<file path="src/rtl/muldiv_iter.sv">
// ---------------------------------------------------------------------------
// muldiv_iter -- iterative multiply / multiply-accumulate / divide unit that
// owns the architectural HI/LO register pair.
//
// Optional feature macro: MULDIV_DIV_EN
//   defined   : DIV/DIVU run a 32-step restoring divider (DIV and DFIX states).
//   undefined : DIV/DIVU are treated like NCARE; no divider hardware exists.
//
// Ports
//   clk            single clock, all registers update on its rising edge
//   reset          synchronous, active-high; overrides every other input
//   start          request an operation; only taken while idle
//   funct          operation selector (selector::muldiv_funct_t)
//   rs, rt         32-bit operands, captured on the accepting edge
//   flush          abort whatever is in flight; result is discarded
//   wr_hi, wr_lo   MTHI/MTLO write enables (idle and start low only)
//   wdata          MTHI/MTLO data
//   hi, lo         architectural HI/LO
//   busy           high in every state except IDLE
//   done           one-cycle pulse in the cycle hi/lo first show a result
//
// Handshake: start is a request sampled on a rising edge; it is accepted
// when the unit is idle, flush is low and funct names a supported
// operation. busy acts as the inverse of "ready": while it is high any
// start is dropped (no queueing). done marks the single cycle in which the
// new result is visible on hi/lo.
//
// The result is driven onto hi/lo combinationally during the final state
// (ACC or DFIX) and committed to the registers on the edge that leaves it,
// so a flush or reset arriving in that last cycle still suppresses both
// the visible result and the write.
// ---------------------------------------------------------------------------
package selector;
  typedef enum logic [3:0] {
    NCARE = 4'd0,
    MULT  = 4'd1,
    MULTU = 4'd2,
    MADD  = 4'd3,
    MADDU = 4'd4,
    MSUB  = 4'd5,
    MSUBU = 4'd6,
    DIV   = 4'd7,
    DIVU  = 4'd8
  } muldiv_funct_t;
endpackage

module muldiv_iter (
  input  logic                    clk,
  input  logic                    reset,
  input  logic                    start,
  input  selector::muldiv_funct_t funct,
  input  logic [31:0]             rs,
  input  logic [31:0]             rt,
  input  logic                    flush,
  input  logic                    wr_hi,
  input  logic                    wr_lo,
  input  logic [31:0]             wdata,
  output logic [31:0]             hi,
  output logic [31:0]             lo,
  output logic                    busy,
  output logic                    done
);

  localparam logic [2:0] ST_IDLE = 3'd0;
  localparam logic [2:0] ST_MUL  = 3'd1;
  localparam logic [2:0] ST_ACC  = 3'd2;
`ifdef MULDIV_DIV_EN
  localparam logic [2:0] ST_DIV  = 3'd3;
  localparam logic [2:0] ST_DFIX = 3'd4;
`endif

  // state is kept as a plainly named register so checkers can bind to it
  logic [2:0]              state;
  selector::muldiv_funct_t op;
  logic [31:0]             a_r;
  logic [31:0]             b_r;
  logic [31:0]             hi_r;
  logic [31:0]             lo_r;
  logic [63:0]             prod_r;

  logic                    start_ok;
  logic                    accept;
  logic                    mul_sgn;
  logic [63:0]             ext_a;
  logic [63:0]             ext_b;
  logic [63:0]             prod;
  logic [63:0]             acc_res;
  logic                    commit;
  logic [63:0]             res;

  function automatic logic is_mul_op(input selector::muldiv_funct_t f);
    case (f)
      selector::MULT, selector::MULTU,
      selector::MADD, selector::MADDU,
      selector::MSUB, selector::MSUBU: is_mul_op = 1'b1;
      default:                         is_mul_op = 1'b0;
    endcase
  endfunction

`ifdef MULDIV_DIV_EN
  function automatic logic is_div_op(input selector::muldiv_funct_t f);
    is_div_op = (f == selector::DIV) || (f == selector::DIVU);
  endfunction

  logic [4:0]  cnt;
  logic        div_init;   // first DIV cycle loads magnitudes
  logic        neg_q;
  logic        neg_r;
  logic        dvz;
  logic [31:0] rem_r;
  logic [31:0] quo_r;      // dividend bits shift out as quotient bits shift in
  logic [31:0] dvs_r;
  logic        div_sgn;
  logic [31:0] mag_a;
  logic [31:0] mag_b;
  logic [32:0] shift;
  logic [32:0] diff;
  logic [31:0] q_fix;
  logic [31:0] r_fix;

  always_comb begin
    div_sgn = (op == selector::DIV);
    mag_a   = (div_sgn && a_r[31]) ? (32'd0 - a_r) : a_r;
    mag_b   = (div_sgn && b_r[31]) ? (32'd0 - b_r) : b_r;
    // one restoring step: bring down the next dividend bit, try to subtract
    shift   = {rem_r, quo_r[31]};
    diff    = shift - {1'b0, dvs_r};
    if (dvz) begin
      // divide by zero does not trap: all-ones quotient, dividend in HI
      q_fix = 32'hFFFF_FFFF;
      r_fix = a_r;
    end else begin
      q_fix = neg_q ? (32'd0 - quo_r) : quo_r;
      r_fix = neg_r ? (32'd0 - rem_r) : rem_r;
    end
  end
`endif

  always_comb begin
    start_ok = is_mul_op(funct);
`ifdef MULDIV_DIV_EN
    if (is_div_op(funct)) start_ok = 1'b1;
`endif
  end

  // flush beats start in the same idle cycle
  assign accept = (state == ST_IDLE) && start && !flush && start_ok;

  // Sign- or zero-extend to 64 bits; the low 64 bits of the product are
  // then correct for both signed and unsigned operands.
  always_comb begin
    mul_sgn = (op == selector::MULT) || (op == selector::MADD) ||
              (op == selector::MSUB);
    ext_a   = {{32{mul_sgn & a_r[31]}}, a_r};
    ext_b   = {{32{mul_sgn & b_r[31]}}, b_r};
    prod    = ext_a * ext_b;
  end

  always_comb begin
    case (op)
      selector::MADD, selector::MADDU: acc_res = {hi_r, lo_r} + prod_r;
      selector::MSUB, selector::MSUBU: acc_res = {hi_r, lo_r} - prod_r;
      default:                         acc_res = prod_r;
    endcase
  end

  always_comb begin
    commit = 1'b0;
    res    = {hi_r, lo_r};
    if (!reset && !flush) begin
      case (state)
        ST_ACC: begin
          commit = 1'b1;
          res    = acc_res;
        end
`ifdef MULDIV_DIV_EN
        ST_DFIX: begin
          commit = 1'b1;
          res    = {r_fix, q_fix};
        end
`endif
        default: ;
      endcase
    end
  end

  assign hi   = res[63:32];
  assign lo   = res[31:0];
  assign done = commit;
  assign busy = (state != ST_IDLE);

  always_ff @(posedge clk) begin
    if (reset) begin
      state    <= ST_IDLE;
      op       <= selector::NCARE;
      a_r      <= 32'd0;
      b_r      <= 32'd0;
      hi_r     <= 32'd0;
      lo_r     <= 32'd0;
      prod_r   <= 64'd0;
`ifdef MULDIV_DIV_EN
      cnt      <= 5'd0;
      div_init <= 1'b0;
      neg_q    <= 1'b0;
      neg_r    <= 1'b0;
      dvz      <= 1'b0;
      rem_r    <= 32'd0;
      quo_r    <= 32'd0;
      dvs_r    <= 32'd0;
`endif
    end else begin
      case (state)
        ST_IDLE: begin
          if (accept) begin
            a_r <= rs;
            b_r <= rt;
            op  <= funct;
`ifdef MULDIV_DIV_EN
            if (is_div_op(funct)) begin
              state    <= ST_DIV;
              div_init <= 1'b1;
              cnt      <= 5'd0;
            end else
`endif
            state <= ST_MUL;
          end else if (!start) begin
            if (wr_hi) hi_r <= wdata;
            if (wr_lo) lo_r <= wdata;
          end
        end

        ST_MUL: begin
          if (flush) begin
            state <= ST_IDLE;
          end else begin
            prod_r <= prod;
            state  <= ST_ACC;
          end
        end

        ST_ACC: begin
          if (commit) {hi_r, lo_r} <= res;
          state <= ST_IDLE;
        end

`ifdef MULDIV_DIV_EN
        ST_DIV: begin
          if (flush) begin
            state    <= ST_IDLE;
            cnt      <= 5'd0;
            div_init <= 1'b0;
          end else if (div_init) begin
            div_init <= 1'b0;
            neg_q    <= div_sgn & (a_r[31] ^ b_r[31]);
            neg_r    <= div_sgn & a_r[31];
            dvz      <= (b_r == 32'd0);
            rem_r    <= 32'd0;
            quo_r    <= mag_a;
            dvs_r    <= mag_b;
          end else begin
            // shift[32] is always 0 when the subtract fails, and a
            // successful difference is below the divisor, so 32 bits suffice
            if (!diff[32]) begin
              rem_r <= diff[31:0];
              quo_r <= {quo_r[30:0], 1'b1};
            end else begin
              rem_r <= shift[31:0];
              quo_r <= {quo_r[30:0], 1'b0};
            end
            cnt <= cnt + 5'd1;
            if (cnt == 5'd31) state <= ST_DFIX;
          end
        end

        ST_DFIX: begin
          if (commit) {hi_r, lo_r} <= res;
          state <= ST_IDLE;
        end
`endif

        default: state <= ST_IDLE;
      endcase
    end
  end

endmodule

</file>
<file path="config.mk">
export PLATFORM = sky130hd
export DESIGN_NAME = muldiv_iter
export DESIGN_NICKNAME = d
export VERILOG_FILES = /design/src/rtl/muldiv_iter.sv
export SDC_FILE = /design/constraint.sdc
export NUM_CORES = 2
export LEC_CHECK = 0
export BUFFER_PORTS_ARGS = -buffer_cell sky130_fd_sc_hd__buf_2
export CELL_PAD_IN_SITES_DETAIL_PLACEMENT = 1
export CELL_PAD_IN_SITES_GLOBAL_PLACEMENT = 2
export CORE_MARGIN = 2
export CORE_UTILIZATION = 25
export CTS_BUF_LIST = sky130_fd_sc_hd__clkbuf_8
export CTS_CLUSTER_DIAMETER = 120
export CTS_CLUSTER_SIZE = 8
export DETAILED_ROUTE_END_ITERATION = 7
export GPL_ROUTABILITY_DRIVEN = 0
export PLACE_DENSITY_LB_ADDON = 0.1
export SYNTH_ARGS = -nofsm -noshare
export SYNTH_HDL_FRONTEND = slang
export SYNTH_SLANG_ARGS = --single-unit
</file>
<file path="constraint.sdc">
create_clock -name clk -period 12.04 [get_ports clk]
set_clock_uncertainty 0.05 [all_clocks]
set_input_delay 1.806 -clock clk [delete_from_list [all_inputs] [get_ports clk]]
set_output_delay 1.806 -clock clk [all_outputs]
set_load 0.02 [all_outputs]
</file>
After elaboration in Yosys (flattened, before gate mapping)

Index checks and enable logic that the tools add are counted.

Add/subtract/negate cells: 2
Multipliers: 1
Equal/unequal tests: 19
Mux-type cells: 19
Bitwise gates (word level): 3
Reduce and logical (&&, ||, !) cells: 18

Operators by type and width:

| operator             | count |
|---|---|
| $mux W32             | 8 |
| $mux W64             | 2 |
| $pmux W32 S2         | 2 |
| $pmux W64 S2         | 1 |
| $add A64 B64 Y64     | 1 |
| $mul A33 B33 Y64     | 1 |
| $sub A64 B64 Y64     | 1 |
| $eq A4 B3 Y1 const B | 6 |
| $eq A4 B2 Y1 const B | 3 |
| $ne A2 B2 Y1 const B | 6 |
| $reduce_and A5 Y1    | 2 |
| $eq A4 B1 Y1 const B | 2 |
| $pmux W3 S2          | 1 |
| $reduce_or A6 Y1     | 1 |
| $logic_and A1 B1 Y1  | 4 |
| $reduce_and A2 Y1    | 2 |
| $reduce_or A2 Y1     | 2 |
| $eq A3 B1 Y1 const B | 1 |
| $eq A3 B2 Y1 const B | 1 |
| $logic_not A3 Y1     | 1 |
| $mux W1              | 3 |
| $mux W3              | 1 |
| $reduce_bool A3 Y1   | 1 |
| $and A1 B1 Y1        | 2 |
| 5 further kinds      | 7 |

Register bits after elaboration: 199
Bits of input ports: 106
Output and inout port bits: 66

Longest topological paths before layout

Depth in word-level cells: 7
Depth in mapped cells: 35
Mapped depth without buffers: 32

Least setup slack after synthesis

Ideal clock, no wire load.

Path kind: register to register
From: register op[0]
To: register prod_r[54]
Library setup time: 117 ps
Arrival: 8146 ps
Required time: 11873 ps
Path slack: 3726 ps
Stages on the path, launching flop included: 32
Buffers on the path: 2
Period minus slack after synthesis: 8314 ps
Cells stage by stage: dfxtp_1 -> inv_1 -> a211oi_1 -> clkbuf_1 -> and2_1 -> clkbuf_1 -> nand2_1 -> inv_1 -> fa_1 -> inv_1 -> fa_1 -> inv_1 -> fa_1 -> inv_1 -> fa_1 -> inv_1 -> fa_1 -> fa_1 -> inv_1 -> fa_1 -> inv_1 -> fa_1 -> ha_1 -> a21oi_1 -> inv_1 -> a31oi_1 -> a31o_2 -> o21ai_1 -> a21o_1 -> a21o_1 -> a311o_1 -> a32o_1

Cells in the longest elaborated chain, start to end: 5
Elaborated cells between the ends (all ways): 8
Classes of those cells: mul: 1; eq/ne: 3; bitwise: 2; reduce/logical: 2

RTL lines:

| element                                             | RTL line | text |
|---|---|---|
| from (decl)                                         | 74       | `selector::muldiv_funct_t op;` |
| from (signal assigned)                              | 195      | `op <= selector::NCARE;` |
| from (signal assigned)                              | 217      | `op <= funct;` |
| $eq A4 B1 Y1 / $eq A4 B2 Y1 (equally long branches) | 152      | `mul_sgn = (op == selector::MULT) \|\| (op == selector::MADD) \|\|` |
| $logic_or A1 B1 Y1                                  | 152      |  |
| $logic_or A1 B1 Y1 *                                | 152      |  |
| $and A1 B1 Y1, on equally long branches             | 154, 155 |  |
| $mul A33 B33 Y64 *                                  | 156      | `prod = ext_a * ext_b;` |
| to (signal assigned)                                | 236      | `prod_r <= prod;` |
| to (decl)                                           | 79       | `logic [63:0] prod_r;` |

Mark *: on every way between the ends. The rest lies on a longest branch, timed or not.
A chain may end at the register's enable or synchronous reset.

Worst setup path in the final report

From: register op[0]
To: register prod_r[60]

The elaborated chain is that of the path after synthesis.

==> metrics.md <==
| Metric | Value |
|---|---|
| Crit path DAT | 10.53 ns |
| Std cell rows | 166 |
| Unrepaired setup endpoints after global routing | no |
| Root Driver | clkbuf_8 |
| DRT met1 WL | 97.6 mm |
| Die Span Y | 457 µm |
| Metal2 WL | 99.6 mm |
| Post-synthesis sequential area ratio | 7.74% |
| Post-synth EDFFs | 0 |
| Avg WL per Cell | 23.4 µm |
| Fin. Hold Viols | 0 |
| Status | complete, no violations |
| Core ar. | 204000 µm² |
| Total negative slack | 0 ns |
| CTS Sinks | 198 |
| Least-Margin Pin Slew | 1.07 ns |
| CP peak stage delay | 1.15 ns |
| Area Growth Syn to Fin | 8.37% |
| Minimum clock period | 10.03 ns |
| Min Hold Slack | 0.411 ns |
| WP buf/inv | 8 |
| Max Clk Rate | 0.0997 GHz |
| Req. time, crit path | 12.54 ns |
| Vias | 40400 |
| Hpwl dp | 167 mm |
| Place WS | 1.85 ns |
| Synth top area share | 44.0% |
| Synth unique cells | 81 |
| Reg-to-reg slack, setup | 2.01 ns |
| Die X | 457 µm |
| Syn Std Cell Area | 51200 µm² |
| Synth cell count leaders | nand2_1, inv_1, fa_1, a21oi_1, clkbuf_1 |
| 1st-iter DRT viols | 1739 |
| Clock-pin transition on the worst setup and hold timing paths | 0.15 ns |
| Max rail drop VDD | 0.0798 mV |
| Vias per cell | 4.62 |
| Nets | 7540 |
| Vias in the first global route | 44500 |
| Max_cap viols | 0 |
| Clk_lat worst skew | 0.64 ns |
| Top FF cell, synth | dfxtp_1 |
| Largest net degree at the start of global routing | 80 |
| Die area | 208000 µm² |
| Num CTS Buffers | 17 |
| Critical setup path kind | flip-flop to flip-flop |
| Relative slew slack | 28.3% |
| Static Leak | 24.5 nW |
| DR pass1 iterations | 7 |
| Fin cells | 8738 |
| Initial antenna violation count | 12 |
| Placed Cells | 8701 |
| CTS max path bufs | 2 |
| Global-route wire length before repair | 306 mm |
| Share of post-route cells with drive strength above 1 | 6.19% |
| Net Count, Synth | 7600 |
| WL final | 204 mm |
| Max stage delay cell, worst path | fa_1 |
| Post-route setup slack | 2.01 ns |
| Count leader, synth | nand2_1 |
| Hold Buf Count CTS | 0 |
| Post-synthesis instance total | 6092 |
| Setup bufs post-CTS | 0 |
| Async S/R FF share, synth | 0% |
| Yosys reg bits | 198 |
| Hold Crit Class | flip-flop to flip-flop |
| Met3 Wirelength | 3.85 mm |
| DR top layer | met4 |
| Post-CTS resize count | 0 |
| Gr usage total | 19.8% |
| Tcrit/Tclk final | 83.3% |
| IO buf count | 171 |
| Worst path top cell family by delay | adder cells |
| Startpoint types | flip-flop |
| CP most frequent cell | fa_1 |
| Largest area contributor in the netlist | fa_1 |
| Grt ovf | 0 |
| IO Pins | 172 |
| Post-synthesis average cell area | 8.41 µm² |
| Synth area leaders | fa_1, nand2_1, inv_1, dfxtp_1, ha_1 |
| Synthesis Warnings | 0 |
| Fin util | 27.2% |
| CTS tree | yes |
| Starting Density | 25.1% |
| Fin. max-slew vios | 0 |
| Crit-path max FO | 21 |
| # DRC | 0 |
| Level count of the clock H-tree | 4 |
| Pwr per Cell Area | 39.1 nW/µm² |
| CP endpoint kind | flip-flop |
| Final setup fails | 0 |
| Post-DRT Antenna Nets | 0 |
-- placed cells by master, fill, tap and decap left out, types with 6 or more instances in the layout --
cell      count
dfxtp_1     183
nor4_1       12
fa_1       1126
inv_1      1162
xnor2_1     117
nor3_1       24
o21a_1       16
buf_2       170
o211ai_1     21
clkbuf_8     17
and2_1      302
nand2_1    1209
ha_1        276
o31ai_1      20
o21ai_0     147
and3_1       35
or3_1         9
clkinv_8      6
buf_4       108
nand3_1      53
mux2i_1      14
nor2_1      178
o221ai_1      7
a211oi_1     26
nand4_1      23
a21oi_1     344
dfxtp_2      15
or2_2        11
o22ai_1       8
a21o_1       99
o21bai_1     25
nand2b_1     17
o41ai_1       8
a31oi_1      47
nor2b_1      11
a41oi_1       6
xor2_1       81
-- metal layers --
metal	track usage, %	up-vias
met5	0	-
met2	34.0	414
met4	3.46	0
li1	-	18300
met3	1.13	79
met1	27.6	21500
-- state kept, by name (all words and copies together), names as in the netlist --
register  count
prod_r       64
lo_r         32
hi_r         32
b_r          32
a_r          32
op            4
state         2
-- kinds of logic (layout without fill, tap and decap cells) --
logic type      Yosys count  count (layout)  synth area share (%)
mux                      14              14                 0.274
fa+ha+maj              1402            1402                  50.8
simple gates           1921            1921                  16.7
flops                   198             198                  7.74
xor+xnor                199             199                  3.42
buf+inv                1525            1478                  11.2
compound gates          833             833                  9.93
other cells               0               5                     0
-- report_power, final --
group | internal, W | total (W) | switching (W)
Combinational | 0.000320 | 0.000940 | 0.000619
Sequential | 0.000676 | 0.000710 | 0.0000342
Clock | 0.000179 | 0.000517 | 0.000338
-- worst paths after layout --
check	end	cells after the start	from
worst min-delay path	a_r[12]	2	a_r[12]
worst max-delay path	prod_r[60]	29	op[0]
worst min register to register	a_r[12]	2	a_r[12]
worst max register to register	prod_r[60]	29	op[0]
-- worst reg2reg max path: cells and delay by family (launching register included) --
family          cells  cell delay (ns)
fa+ha+maj           9             5.22
compound gates      8             1.50
buf+inv             8             1.42
simple gates        3             1.17
flops               1             0.41
xor+xnor            1             0.15
-- cell type report --
cell class                      instances  area [µm²]
Antenna cell                            5        12.5
Clock buffer                           17         234
Clock inverter                         15         206
Fill cell                           24100      149000
Inverter                             1163        4370
Multi-Input combinational cell       4369       41600
Sequential cell                       198        3980
Tap cell                             2688        3360
Timing Repair Buffer                  283        1750
-- metrics by stage --
stage / cell area [µm²] / power (W)
after floorplan: 51200 / 0.00132
after global placement: 55000 / 0.00167
after detailed placement: 55000 / 0.00167
after CTS: 55500 / 0.00221
final: 55500 / 0.00217
after global routing: 55500 / 0.00231
Power figures use the tool's default switching activity.
